$ cat src/rtl/mem_ctrl_pkg.sv
// Shared definitions for the memory-op sequencer: opcode and FSM state
// encodings, stack word width and per-operation beat counts.
package mem_ctrl_pkg;

  localparam int unsigned WORD_W     = 16;
  localparam int unsigned CALL_BEATS = 2;
  localparam int unsigned INT_BEATS  = 3;
  localparam int unsigned RET_BEATS  = 2;
  localparam int unsigned RTI_BEATS  = 3;

  typedef enum logic [3:0] {
    OpNop   = 4'd0,
    OpLoad  = 4'd1,
    OpStore = 4'd2,
    OpPush  = 4'd3,
    OpPop   = 4'd4,
    OpCall  = 4'd5,
    OpRet   = 4'd6,
    OpInt   = 4'd7,
    OpRti   = 4'd8
  } op_e;

  typedef enum logic [2:0] {
    StIdle    = 3'd0,
    StPushLo  = 3'd1,
    StPushFlg = 3'd2,
    StPopB1   = 3'd3,
    StPopB2   = 3'd4,
    StCapture = 3'd5
  } state_e;

  // Number of stack words an operation will push.
  function automatic int unsigned push_beats(op_e op);
    case (op)
      OpPush:  return 1;
      OpCall:  return CALL_BEATS;
      OpInt:   return INT_BEATS;
      default: return 0;
    endcase
  endfunction

  // Number of stack words an operation will pop.
  function automatic int unsigned pop_beats(op_e op);
    case (op)
      OpPop:   return 1;
      OpRet:   return RET_BEATS;
      OpRti:   return RTI_BEATS;
      default: return 0;
    endcase
  endfunction

endpackage

$ cat src/rtl/stack_depth_tracker.sv
// Stack occupancy counter, 0..STACK_DEPTH words, driven by the sequencer's
// push/pop strobes. Only instantiated when STACK_GUARD_EN is defined.
module stack_depth_tracker #(
  parameter int unsigned STACK_DEPTH = 2048,
  parameter int unsigned OCC_W       = $clog2(STACK_DEPTH + 1)
) (
  input  logic             clk,
  input  logic             reset,
  input  logic             i_push,
  input  logic             i_pop,
  output logic [OCC_W-1:0] o_occupancy
);

  logic [OCC_W-1:0] r_occupancy;

  // Count words on the stack; saturate at both ends as a safety net.
  always_ff @(posedge clk) begin
    if (reset) begin
      r_occupancy <= '0;
    end else if (i_push && !i_pop && (32'(r_occupancy) < STACK_DEPTH)) begin
      r_occupancy <= r_occupancy + 1'b1;
    end else if (i_pop && !i_push && (r_occupancy != '0)) begin
      r_occupancy <= r_occupancy - 1'b1;
    end
  end

  assign o_occupancy = r_occupancy;

endmodule

$ cat src/rtl/mem_op_sequencer.sv
// Memory-operation sequencer: turns single- and multi-beat ops (LOAD, STORE,
// PUSH, POP, CALL, RET, INT, RTI) into per-cycle memory-stage strobes.
// The first beat is issued combinationally in the accept cycle.
// Optional feature: define STACK_GUARD_EN to enable stack occupancy checking
// (stack_fault) via stack_depth_tracker.
module mem_op_sequencer
  import mem_ctrl_pkg::*;
#(
  parameter int unsigned PC_W        = 32,
  parameter int unsigned FLAGS_W     = 4,
  parameter int unsigned STACK_DEPTH = 2048
) (
  input  logic               clk,
  input  logic               reset,
  input  logic               op_valid,
  input  logic [3:0]         op,
  input  logic [15:0]        addr_in,
  input  logic [15:0]        data_in,
  input  logic [PC_W-1:0]    pc_in,
  input  logic [FLAGS_W-1:0] flags_in,
  input  logic [15:0]        mem_data_in,
  output logic               memory_read,
  output logic               memory_write,
  output logic               memory_push,
  output logic               memory_pop,
  output logic [15:0]        address,
  output logic [15:0]        write_data,
  output logic               stall,
  output logic               done,
  output logic [PC_W-1:0]    pc_out,
  output logic [FLAGS_W-1:0] flags_out,
  output logic               stack_fault
);

  state_e              r_state;
  op_e                 r_op;
  logic [31:0]         r_pc;
  logic [FLAGS_W-1:0]  r_flags;
  logic [WORD_W-1:0]   r_pc_lo;
  logic [FLAGS_W-1:0]  r_flags_stage;
  logic [PC_W-1:0]     r_pc_out;
  logic [FLAGS_W-1:0]  r_flags_out;

  op_e         w_op;
  logic [31:0] w_pc_in;
  logic        w_accept;
  logic        w_fault;

  assign w_op     = op_e'(op);
  assign w_pc_in  = 32'(pc_in);
  assign w_accept = (r_state == StIdle) && op_valid;

`ifdef STACK_GUARD_EN
  localparam int unsigned OCC_W = $clog2(STACK_DEPTH + 1);

  logic [OCC_W-1:0] w_occupancy;
  logic             w_push_fits;
  logic             w_pop_fits;

  stack_depth_tracker #(
    .STACK_DEPTH(STACK_DEPTH),
    .OCC_W      (OCC_W)
  ) u_stack_depth_tracker (
    .clk        (clk),
    .reset      (reset),
    .i_push     (memory_push),
    .i_pop      (memory_pop),
    .o_occupancy(w_occupancy)
  );

  // All beats of the op must fit, checked once at accept.
  assign w_push_fits = (32'(w_occupancy) + push_beats(w_op)) <= STACK_DEPTH;
  assign w_pop_fits  = 32'(w_occupancy) >= pop_beats(w_op);
  assign w_fault     = w_accept && !(w_push_fits && w_pop_fits);
`else
  assign w_fault = 1'b0;
`endif

  // Sequencer FSM plus operand latches and staged RET/RTI captures.
  always_ff @(posedge clk) begin
    if (reset) begin
      r_state       <= StIdle;
      r_op          <= OpNop;
      r_pc          <= '0;
      r_flags       <= '0;
      r_pc_lo       <= '0;
      r_flags_stage <= '0;
      r_pc_out      <= '0;
      r_flags_out   <= '0;
    end else begin
      case (r_state)
        StIdle: begin
          if (op_valid) begin
            r_op    <= w_op;
            r_pc    <= w_pc_in;
            r_flags <= flags_in;
            if (!w_fault) begin
              case (w_op)
                OpCall, OpInt: r_state <= StPushLo;
                OpRet, OpRti:  r_state <= StPopB1;
                default:       r_state <= StIdle;
              endcase
            end
          end
        end
        StPushLo: r_state <= (r_op == OpInt) ? StPushFlg : StIdle;
        StPushFlg: r_state <= StIdle;
        StPopB1: begin
          // First popped word: PC low half for RET, flags for RTI.
          if (r_op == OpRet) begin
            r_pc_lo <= mem_data_in;
            r_state <= StCapture;
          end else begin
            r_flags_stage <= mem_data_in[FLAGS_W-1:0];
            r_state       <= StPopB2;
          end
        end
        StPopB2: begin
          r_pc_lo <= mem_data_in;
          r_state <= StCapture;
        end
        StCapture: begin
          // Visible outputs only change on completion.
          r_pc_out <= PC_W'({mem_data_in, r_pc_lo});
          if (r_op == OpRti) begin
            r_flags_out <= r_flags_stage;
          end
          r_state <= StIdle;
        end
        default: r_state <= StIdle;
      endcase
    end
  end

  // Per-cycle strobes; reset silences everything in its own cycle.
  always_comb begin
    memory_read  = 1'b0;
    memory_write = 1'b0;
    memory_push  = 1'b0;
    memory_pop   = 1'b0;
    address      = '0;
    write_data   = '0;
    stall        = 1'b0;
    done         = 1'b0;
    if (!reset) begin
      case (r_state)
        StIdle: begin
          if (op_valid) begin
            if (w_fault) begin
              done = 1'b1;
            end else begin
              case (w_op)
                OpLoad: begin
                  memory_read = 1'b1;
                  address     = addr_in;
                  write_data  = data_in;
                  done        = 1'b1;
                end
                OpStore: begin
                  memory_write = 1'b1;
                  address      = addr_in;
                  write_data   = data_in;
                  done         = 1'b1;
                end
                OpPush: begin
                  memory_push = 1'b1;
                  write_data  = data_in;
                  done        = 1'b1;
                end
                OpPop: begin
                  memory_pop = 1'b1;
                  write_data = data_in;
                  done       = 1'b1;
                end
                OpCall, OpInt: begin
                  memory_push = 1'b1;
                  write_data  = w_pc_in[31:16];
                  stall       = 1'b1;
                end
                OpRet, OpRti: begin
                  memory_pop = 1'b1;
                  stall      = 1'b1;
                end
                default: done = 1'b1;
              endcase
            end
          end
        end
        StPushLo: begin
          memory_push = 1'b1;
          write_data  = r_pc[15:0];
          if (r_op == OpCall) begin
            done = 1'b1;
          end else begin
            stall = 1'b1;
          end
        end
        StPushFlg: begin
          memory_push = 1'b1;
          write_data  = WORD_W'(r_flags);
          done        = 1'b1;
        end
        StPopB1, StPopB2: begin
          memory_pop = 1'b1;
          stall      = 1'b1;
        end
        StCapture: done = 1'b1;
        default: ;
      endcase
    end
  end

  assign stack_fault = w_fault && !reset;
  assign pc_out      = r_pc_out;
  assign flags_out   = r_flags_out;

endmodule

$ cat config.mk
export PLATFORM = sky130hd
export DESIGN_NAME = mem_op_sequencer
export DESIGN_NICKNAME = d
export VERILOG_FILES = /design/src/rtl/mem_ctrl_pkg.sv /design/src/rtl/stack_depth_tracker.sv /design/src/rtl/mem_op_sequencer.sv
export SDC_FILE = /design/constraint.sdc
export NUM_CORES = 1
export LEC_CHECK = 0
export CORE_ASPECT_RATIO = 1.4
export CORE_UTILIZATION = 30
export DETAILED_ROUTE_END_ITERATION = 12
export DONT_BUFFER_PORTS = 1
export SLEW_MARGIN = 20
export SYNTH_ARGS = -nofsm -noshare
export SYNTH_HDL_FRONTEND = slang
export SYNTH_HIERARCHICAL = 1
export SYNTH_SLANG_ARGS = --single-unit
export TNS_END_PERCENT = 1
$ cat constraint.sdc
create_clock -name clk -period 1.65 [get_ports clk]
set_input_delay 0.0825 -clock clk [delete_from_list [all_inputs] [get_ports clk]]
set_output_delay 0.0825 -clock clk [all_outputs]
set_load 0.02 [all_outputs]
==> metrics.yaml <==
status:
  status: "finished with violations"
  violations: "negative hold slack, negative setup slack"
clock_network:
  cts_tree: "built"
  clock_sinks: 83
  htreeDepth: 3
  clk_path_buf_depth: 2
  ctsHoldBuffers: 2
  cts_made_buffers: 9
  clock_latency_ns: 0.33
  cts.clk_slew.worst_paths_ns: 0.06
  clock-root-buffer: "clkbuf_16"
detailed_routing:
  postRouteAntennaNets: 0
  dr.pass1.iters: 4
  drt_iter0_markers: 177
  viasPerCell: 5.19
  vias: 3475
  wl_um: 11100
  drc: 0
  wire_per_inst_um: 16.6
pwr:
  p_leak_nw: 1.69
  power.density_nw_per_um2: 977
  peakVddDrop_uv: 811
  total_power_w: 0.00455
synth:
  syn_nets: 586
  syn_area_sq_um: 3940
  synth-async-reset-ratio: 0
  synth_edf_count: 0
  yosysSeqAreaShare: 0.422
  synthDistinctLibCells: 44
  yosys_warnings: 6
  synth_top_area_cell: "dfxtp_1"
  synthTopCellsByArea: "dfxtp_1 (42%), nand2_1 (15%), a21oi_1 (9.7%)"
  ys_ff_latch: 83
  synth.avg_cell_area_sq_um: 7.95
  ys.flop_type: "dfxtp_1"
  synth_cells: 495
  synth_top_area_share: 0.422
layout:
  finish.instance_area_sq_um: 4660
  n_fill_cell: 1307
  nNetsFinal: 600
  syn2layout_area_growth_pct: 18.4
  drive_above_1_share: 0.214
  layout_commonest_cell: "nand2_1"
  fin_util: 0.364
  layout_common_cells: "nand2_1 (161), dfxtp_1 (80), a21oi_1 (74), buf_4 (34), a22oi_1 (20)"
run:
  cap_violations: 0
timing:
  holdWs_ns: -0.191
  worst_slack_ns: -0.187
  slew_violations: 0
  finalSetupTns_ns: -2.23
  hold_viol: 81
  period_needed_ns: 1.84
  min_period_over_period: 1.11
  fin_skew_ns: 0.00686
  rsz0062_at_grt: "yes"
  setup_viol: 34
  timing.fmax_ghz: 0.544
die:
  die_area_sq_um: 13600
  initial_core_util: 0.307
  rows: 49
  core-area_sq_um: 12800
  die_y_um: 138
  die_w_um: 98.8
  io_pins: 166
global_routing:
  overflow: 0
  grt_pass1_vias: 3396
  grt_start_max_net_pins: 87
  antenna_found_initial: 2
  grtUsageTotal: 0.161
  grt_pass1_wl_um: 16600
placed_design:
  place_hpwl_um: 7970
  finalWeightedCongestion: 0.809
  dpl_cell_area_sq_um: 4200
  port_buffers: 0
min_path:
  hold_path_class: "primary input to register"
worst_setup_path:
  arrival_ns: 1.75
  worstSetupPathType: "register to output pin"
  required_ns: 1.57
  cp-end-kind: "output pin"
  start_kind: "register"
  cp_max_fo: 7
[stage by stage]
stage	std cells	setup slack [ns]
CTS	667	-0.198
floorplan	495	0.0335
finish	669	-0.187
global route	669	-0.306
global placement	645	0.0274
detailed placement	645	-0.0110
[sequential cells by signal, indices dropped and copies added (netlist names)]
register,count
flags_out,4
r_op,4
r_state,3
pc_out,32
r_flags_stage,4
r_pc,16
r_pc_lo,16
r_flags,4
[metal layers]
layer / vias up / global-route usage / part of all wire
met3: 25 / 0.0457 / 0.077
met2: 144 / 0.299 / 0.52
met1: 1602 / 0.158 / 0.37
li1: 1704 / - / -
met4: 0 / 0.0962 / 0.035
met5: - / 0 / 0
[cell usage after synthesis (all sizes together), types with 3 or more instances]
cell and n:
a21oi 77, a22oi 21, and2 16, and3b 3
buf 27, clkbuf 12, dfxtp 83, inv 3
mux2 17, mux2i 8, nand2 161, nand2b 5
nor2 15, nor3 4, nor4b 4, o21ai 14
o22ai 4
[where the power goes]
group | leakage [nW] | total [W] | switching (W) | internal, W
logic | 0.863 | 0.000344 | 0.000183 | 0.000161
registers | 0.675 | 0.00207 | 0.0000263 | 0.00204
clock network | 0.151 | 0.00214 | 0.000805 | 0.00134
[worst max-delay path: stages (launching register included)]
cell and delay, ns:
dfxtp_4 0.37, buf_6 0.12, nor4b_4 0.40, o2111ai_1 0.17, a21oi_1 0.18, buf_4 0.17
[cells by family after synthesis]
logic type	count (synthesis)	share of synthesized area
flip-flops	83	0.422
AO/OA/AOI/OAI	126	0.191
multiplexers	25	0.0690
buffers and inverters	42	0.0585
AND/OR/NAND/NOR	217	0.256
other	1	0.000953
XOR/XNOR	1	0.00223
[path summary, 6_finish.rpt]
path	startpoint	endpoint	slack (ns)	depth (start not counted)
setup / recovery	r_state[2]	memory_push	-0.19	5
hold / removal	reset	pc_out[23]	-0.19	1
setup reg to reg	r_state[2]	r_state[1]	0.02	5
hold reg to reg	r_pc_lo[13]	pc_out[13]	0.45	2
[layout make-up]
type	instances	area [sq um]	area share
diodes	2	5.00	0.00107
clock buffers	11	233	0.0499
clock inverters	5	85.1	0.0183
inverters	3	11.3	0.00242
multi-input cells	370	2100	0.451
flip-flops and latches	83	1670	0.359
well taps	153	191	0.0411
repair buffers	42	360	0.0773
[what timing repair did]
| action | 4_1_cts | 5_1_grt |
|---|---|---|
| gates resized for setup | 32 | 3 |
| gates cloned | 0 | 0 |
| endpoints found under the hold margin | 83 | 81 |
| setup buffers | 4 | 0 |
| setup endpoints to repair | 40 | 40 |
| pin swaps | 8 | 2 |
Note: power is estimated with default switching activity, not from simulation.
